--- config.mk ---
export PLATFORM = sky130hd
export DESIGN_NAME = nonce_result_scanner_flat
export DESIGN_NICKNAME = d
export VERILOG_FILES = /design/src/rtl/nonce_result_scanner_pkg.sv /design/src/rtl/nonce_result_scanner_if.sv /design/src/rtl/nonce_min_tracker.sv /design/src/rtl/nonce_result_scanner.sv /design/src/flat_wrapper.sv
export SDC_FILE = /design/constraint.sdc
export NUM_CORES = 1
export LEC_CHECK = 0
export CORE_ASPECT_RATIO = 1.2
export CORE_MARGIN = 2
export CORE_UTILIZATION = 48
export DETAILED_ROUTE_END_ITERATION = 7
export PLACE_DENSITY = 0.78
export SLEW_MARGIN = 20
export SYNTH_ARGS = -nofsm -noshare
export SYNTH_HDL_FRONTEND = slang
export SYNTH_SLANG_ARGS = --single-unit
--- constraint.sdc ---
create_clock -name clk -period 3.1 [get_ports clk]
set_input_delay 0.31 -clock clk [delete_from_list [all_inputs] [get_ports clk]]
set_output_delay 0.31 -clock clk [all_outputs]
set_load 0.01 [all_outputs]
--- src/rtl/nonce_result_scanner_pkg.sv ---
// Shared types and constants for the nonce result scanner: FSM states,
// default scan length and the layout of the summary record.
package nonce_result_scanner_pkg;

  typedef enum logic [1:0] {
    IDLE  = 2'd0,
    READ  = 2'd1,
    WRITE = 2'd2
  } state_t;

  localparam int unsigned NUM_NONCES_DEFAULT = 16;

  localparam logic [1:0] SUM_STATUS    = 2'd0;
  localparam logic [1:0] SUM_GOLDEN    = 2'd1;
  localparam logic [1:0] SUM_MIN_HASH  = 2'd2;
  localparam logic [1:0] SUM_MIN_NONCE = 2'd3;

  function automatic logic [31:0] status_word(input logic found, input logic [15:0] count);
    return {found, 15'b0, count};
  endfunction

endpackage

--- src/rtl/nonce_result_scanner_if.sv ---
// Memory port shared with bitcoin_hash: synchronous read (data valid the
// cycle after the address is sampled), single write strobe.
interface nonce_result_scanner_if;

  logic        mem_clk;
  logic        mem_we;
  logic [15:0] mem_addr;
  logic [31:0] mem_write_data;
  logic [31:0] mem_read_data;

  modport master (
    output mem_clk,
    output mem_we,
    output mem_addr,
    output mem_write_data,
    input  mem_read_data
  );

  modport slave (
    input  mem_clk,
    input  mem_we,
    input  mem_addr,
    input  mem_write_data,
    output mem_read_data
  );

endinterface

--- src/rtl/nonce_min_tracker.sv ---
// Compare/accumulate stage: counts hashes below target, remembers the first
// matching index, and tracks the minimum hash with lowest-index tie-break.
module nonce_min_tracker #(
  parameter int unsigned CNT_W = 5
) (
  input  logic             clk,
  input  logic             reset_n,
  input  logic             clear,
  input  logic             valid,
  input  logic [31:0]      word,
  input  logic [31:0]      index,
  input  logic [31:0]      target,
  output logic             found,
  output logic [31:0]      golden,
  output logic [CNT_W-1:0] count,
  output logic [31:0]      min_hash,
  output logic [31:0]      min_index
);

  logic is_match;
  logic is_new_min;

  assign is_match   = word < target;
  // Index 0 seeds the minimum so a stale value from a previous scan never survives.
  assign is_new_min = (index == '0) || (word < min_hash);

  always_ff @(posedge clk or negedge reset_n) begin
    if (!reset_n) begin
      found     <= 1'b0;
      golden    <= '0;
      count     <= '0;
      min_hash  <= '1;
      min_index <= '0;
    end else if (clear) begin
      found  <= 1'b0;
      golden <= '0;
      count  <= '0;
    end else if (valid) begin
      if (is_match) begin
        count <= count + CNT_W'(1);
        if (!found) begin
          found  <= 1'b1;
          golden <= index;
        end
      end
      if (is_new_min) begin
        min_hash  <= word;
        min_index <= index;
      end
    end
  end

endmodule

--- src/rtl/nonce_result_scanner.sv ---
// Reads back NUM_NONCES final-hash words, scores them against a target and
// writes a 4-word summary record; FSM and memory sequencing live here.
module nonce_result_scanner
  import nonce_result_scanner_pkg::*;
#(
  parameter int unsigned NUM_NONCES = NUM_NONCES_DEFAULT,
  parameter int unsigned CNT_W      = $clog2(NUM_NONCES + 1)
) (
  input  logic                    clk,
  input  logic                    reset_n,
  input  logic                    start,
  input  logic [15:0]             result_addr,
  input  logic [15:0]             summary_addr,
  input  logic [31:0]             target,
  output logic                    done,
  nonce_result_scanner_if.master  mem,
  output logic                    found,
  output logic [31:0]             golden_nonce,
  output logic [CNT_W-1:0]        match_count,
  output logic [31:0]             min_hash,
  output logic [31:0]             min_nonce
);

  localparam int unsigned STEP_W = $clog2(NUM_NONCES + 1);
  localparam logic [STEP_W-1:0] LAST_STEP = STEP_W'(NUM_NONCES);

  state_t            state_q, state_d;
  logic [STEP_W-1:0] step_q;
  logic [1:0]        wr_q;
  logic [15:0]       result_base_q;
  logic [15:0]       summary_base_q;
  logic [31:0]       target_q;

  logic              trk_clear;
  logic              trk_valid;
  logic [31:0]       trk_index;

  always_ff @(posedge clk or negedge reset_n) begin
    if (!reset_n) begin
      state_q        <= IDLE;
      step_q         <= '0;
      wr_q           <= '0;
      result_base_q  <= '0;
      summary_base_q <= '0;
      target_q       <= '0;
    end else begin
      state_q <= state_d;
      case (state_q)
        IDLE: begin
          if (start) begin
            result_base_q  <= result_addr;
            summary_base_q <= summary_addr;
            target_q       <= target;
            step_q         <= '0;
          end
        end
        READ: begin
          step_q <= step_q + STEP_W'(1);
          if (step_q == LAST_STEP) wr_q <= '0;
        end
        WRITE: wr_q <= wr_q + 2'd1;
        default: ;
      endcase
    end
  end

  always_comb begin
    state_d = state_q;
    case (state_q)
      IDLE:    if (start) state_d = READ;
      READ:    if (step_q == LAST_STEP) state_d = WRITE;
      WRITE:   if (wr_q == SUM_MIN_NONCE) state_d = IDLE;
      default: state_d = IDLE;
    endcase
  end

  // Step c captures the word addressed during step c-1, so capture lags the address by one.
  assign trk_clear = (state_q == IDLE) && start;
  assign trk_valid = (state_q == READ) && (step_q != '0);
  assign trk_index = 32'(step_q - STEP_W'(1));

  nonce_min_tracker #(
    .CNT_W (CNT_W)
  ) u_tracker (
    .clk       (clk),
    .reset_n   (reset_n),
    .clear     (trk_clear),
    .valid     (trk_valid),
    .word      (mem.mem_read_data),
    .index     (trk_index),
    .target    (target_q),
    .found     (found),
    .golden    (golden_nonce),
    .count     (match_count),
    .min_hash  (min_hash),
    .min_index (min_nonce)
  );

  assign mem.mem_clk = clk;
  assign done        = (state_q == IDLE);

  always_comb begin
    mem.mem_we         = 1'b0;
    mem.mem_addr       = '0;
    mem.mem_write_data = '0;
    case (state_q)
      READ: mem.mem_addr = result_base_q + 16'(step_q);
      WRITE: begin
        mem.mem_we   = 1'b1;
        mem.mem_addr = summary_base_q + 16'(wr_q);
        case (wr_q)
          SUM_STATUS:   mem.mem_write_data = status_word(found, 16'(match_count));
          SUM_GOLDEN:   mem.mem_write_data = golden_nonce;
          SUM_MIN_HASH: mem.mem_write_data = min_hash;
          default:      mem.mem_write_data = min_nonce;
        endcase
      end
      default: ;
    endcase
  end

endmodule

--- src/flat_wrapper.sv ---
// flat-port wrapper written by rule: the top's interface ports become plain ports
module nonce_result_scanner_flat import nonce_result_scanner_pkg::*;
#(
  parameter int unsigned NUM_NONCES = NUM_NONCES_DEFAULT,
  parameter int unsigned CNT_W      = $clog2(NUM_NONCES + 1)
)
  (clk, reset_n, start, result_addr, summary_addr, target, done, found, golden_nonce, match_count, min_hash, min_nonce, mem_mem_clk, mem_mem_we, mem_mem_addr, mem_mem_write_data, mem_mem_read_data);
  nonce_result_scanner_if mem_i ();
  input  logic clk;
  input  logic reset_n;
  input  logic start;
  input  logic [15:0] result_addr;
  input  logic [15:0] summary_addr;
  input  logic [31:0] target;
  output logic done;
  output logic found;
  output logic [31:0] golden_nonce;
  output logic [CNT_W-1:0] match_count;
  output logic [31:0] min_hash;
  output logic [31:0] min_nonce;
  output wire logic [$bits(mem_i.mem_clk)-1:0] mem_mem_clk;
  output wire logic [$bits(mem_i.mem_we)-1:0] mem_mem_we;
  output wire logic [$bits(mem_i.mem_addr)-1:0] mem_mem_addr;
  output wire logic [$bits(mem_i.mem_write_data)-1:0] mem_mem_write_data;
  input wire logic [$bits(mem_i.mem_read_data)-1:0] mem_mem_read_data;
  assign mem_mem_clk = mem_i.mem_clk;
  assign mem_mem_we = mem_i.mem_we;
  assign mem_mem_addr = mem_i.mem_addr;
  assign mem_mem_write_data = mem_i.mem_write_data;
  assign mem_i.mem_read_data = mem_mem_read_data;
  nonce_result_scanner #(.NUM_NONCES(NUM_NONCES), .CNT_W(CNT_W)) u_core (.clk(clk), .reset_n(reset_n), .start(start), .result_addr(result_addr), .summary_addr(summary_addr), .target(target), .done(done), .mem(mem_i), .found(found), .golden_nonce(golden_nonce), .match_count(match_count), .min_hash(min_hash), .min_nonce(min_nonce));
endmodule
==> results by group <==
Synthesis
  • Largest family of logic cells by synthesized area: compound AO/OA/AOI/OAI gates
  • Synth Area in Adders: 12.6%
  • Synthesized area per cell: 8.47 um2
  • Simple-gate share of the synthesized area: 17.7%
  • Compound-Gate Fraction of Synth Area: 17.9%
  • Synthesized instance count: 985
  • Seq cells post-synth: 123
  • Syn nets: 1167
  • EDFF count, synth: 0
  • Synth warn: 0
  • Xor-xnor portion of the synthesized cell area: 3.36%
  • Mux cell area share after synthesis: 0.255%
  • Most used DFF post-synth: dfrtp_1
  • Mapped Area: 8350 um2
  • Seq/Total Area, Yosys: 37.4%
  • Asr flop ratio synth: 100%
  • Post-synth cell types: 58

Power
  • Pwr Density: 969 nW/um2
  • Design Power: 11.1 mW
  • Leak pwr: 5.00 nW
  • VDD IR max: 467 uV

Timing
  • Slew Viols, Final: 0
  • Tmin final: 3.02 ns
  • Setup total negative slack: 0 ns
  • Setup-failing EPs final: 0
  • Rel. slew slack: 45.3%
  • Final Hold Viols: 0
  • Worst Skew: 0.00582 ns
  • Max Freq: 331 MHz
  • Hold slack: 0.302 ns
  • Worst Max-Slew Pin Slew: 0.820 ns
  • Fin crit share: 97.4%

Detailed routing
  • Final ANT Viol Nets: 0
  • First DRT Iteration DRCs: 532
  • WL final: 24.4 mm
  • Via count: 7762
  • TritonRoute pass-1 iters: 5
  • Wire length per cell: 17.3 um
  • Average vias per placed instance: 5.49
  • DR DRC count: 0

Critical path
  • Worst setup SP type: register
  • Crit Path Max Fanout: 4
  • Critical Path Sink Type: output pin
  • Worst setup path class: reg -> out
  • Worst path arrival time: 2.71 ns
  • CP Data Required Time: 2.79 ns

GRT
  • First-pass GRT wire length: 38.8 mm
  • GR Overflow Total: 0
  • Vias in the first global route: 7425
  • Largest net degree at the start of global routing: 124
  • Tot GR Track Use: 26.3%
  • Initial antenna violation count: 0

Placement
  • Dpl hpwl: 18.0 mm
  • GPL Wtd Cong: 0.883
  • Port bufs: 251

Floorplan
  • Core Box Area: 17000 um2
  • Die height: 148 um
  • Starting Density: 49.2%
  • Rows: 52
  • Die width: 124 um
  • DIE AREA: 18500 um2
  • Boundary Pins: 252

Cells and area
  • Area delta synth->final: 37.2%
  • Diodes inserted: 0
  • Commonest non-fill, non-tap cell in the layout: clkdlybuf4s50_1
  • Most frequent cells in the layout: 237 x clkdlybuf4s50_1, 236 x nand2_1, 88 x dfrtp_1, 80 x ha_1, 78 x inv_1
  • Filler cell count: 1408
  • Final core occ: 67.4%
  • Share of cells above drive strength 1: 9.43%
  • Nets@finish: 1367

Clock tree
  • CTS tree: yes
  • Clk_lat worst skew: 0.53 ns
  • Clk pin slew, worst setup/hold paths: 0.05 ns

Run
  • Max_cap viols: 0

Min path
  • Worst Hold Class: in -> reg

Run status
  • Status: finished, final reports clean
==> power by group <==
part / internal, mW / switching, mW
sequential: 2.50 / 0.642
combinational: 2.71 / 2.99
clock: 1.51 / 0.747
total: 6.72 / 4.38
==> kinds of logic after synthesis <==
logic type | after synthesis
buffers and inverters | 175
and+or+nand+nor | 341
xor gates and xnor gates | 32
adders and majority gates | 83
muxes | 2
DFF | 123
AOI/OAI and AO/OA | 229
==> per-layer routing <==
metal  global-route usage (%)  vias up  part of all wire, %
li1                         -     3744                    -
met1                     31.6     3638                   40
met2                     45.2      335                   50
met3                     6.55       45                  7.4
met4                     10.9        0                  2.5
met5                        0        -                    0
==> worst max-delay path, stage by stage (launching register included) <==
cell and delay, ns:
dfrtp_1 0.38, ha_1 0.23, fa_2 0.38, a21oi_2 0.18
o21bai_2 0.10, a21oi_2 0.23, nor3b_1 0.10, xnor2_1 0.14
o22ai_1 0.15, dlygate4sd2_1 0.29
==> worst paths after layout <==
path	cells past startpoint	slack (ns)	start	end
hold reg to reg	2	0.49	u_core.result_base_q[3]	u_core.result_base_q[3]
max in group asynchronous	3	2.12	reset_n	u_core.wr_q[0]
setup reg to reg	9	0.53	u_core.u_tracker.min_hash[19]	u_core.u_tracker.min_index[30]
min in group asynchronous	3	0.38	reset_n	u_core.target_q[13]
hold / removal	3	0.30	summary_addr[15]	u_core.summary_base_q[15]
setup / recovery	9	0.08	u_core.result_base_q[0]	mem_mem_addr[8]
==> registers in the layout, summed over array words and instances, names as in the netlist <==
name	flops
u_core.target_q	32
u_core.u_tracker.min_hash	32
u_core.result_base_q	16
u_core.summary_base_q	16
u_core.u_tracker.golden	6
u_core.u_tracker.min_index	6
u_core.step_q	5
u_core.u_tracker.count	5
u_core.state_q	2
u_core.wr_q	2
u_core.u_tracker.found	1
==> synthesized netlist by cell type (4+ instances only) <==
library cell | instances | area (um2)
a211oi_1 | 5 | 37.5
a21oi_1 | 73 | 365
a222oi_1 | 5 | 50.1
a22oi_1 | 4 | 30.0
and2_1 | 7 | 43.8
and4_1 | 4 | 35.0
buf_1 | 4 | 15.0
buf_2 | 8 | 40.0
buf_4 | 56 | 420
clkbuf_1 | 26 | 97.6
dfrtp_1 | 91 | 2280
dfstp_2 | 32 | 841
ha_1 | 81 | 1010
inv_1 | 78 | 293
nand2_1 | 236 | 886
nand2b_1 | 5 | 31.3
nand3_1 | 17 | 85.1
nand4_1 | 15 | 93.8
nor2_1 | 28 | 105
nor2b_1 | 5 | 31.3
nor3_1 | 6 | 30.0
nor4_1 | 4 | 25.0
o21a_1 | 7 | 52.6
o21ai_0 | 54 | 270
o22ai_1 | 17 | 106
o32ai_1 | 32 | 280
xnor2_1 | 23 | 201
xor2_1 | 9 | 78.8
==> area by class of cell <==
cell class / count / area [um2] / area share [%]
Sequential cell: 123 / 3120 / 27.3
Clock buffer: 29 / 571 / 4.98
Timing Repair Buffer: 274 / 2700 / 23.5
Inverter: 78 / 293 / 2.56
Multi-Input combinational cell: 687 / 4390 / 38.3
Clock inverter: 7 / 113 / 0.983
Tap cell: 216 / 270 / 2.36
==> through the flow <==
stage               cell area, um2  setup slack, ns  cells
detailed placement           10700            0.163   1373
global placement             10700            0.206   1373
floorplan                     8350            0.730    985
CTS                          11400         -0.00457   1413
finish                       11500           0.0820   1414
global route                 11500          -0.0283   1414
==> repair_timing <==
item | CTS | global route
endpoints found under the hold margin | 91 | 0
hold buffers | 1 | 0
pin swaps | 2 | 1
setup endpoints to repair | 12 | 12
resized for setup | 18 | 15
buffers inserted | 4 | 1
No activity file was read; power rests on OpenSTA's default activity.
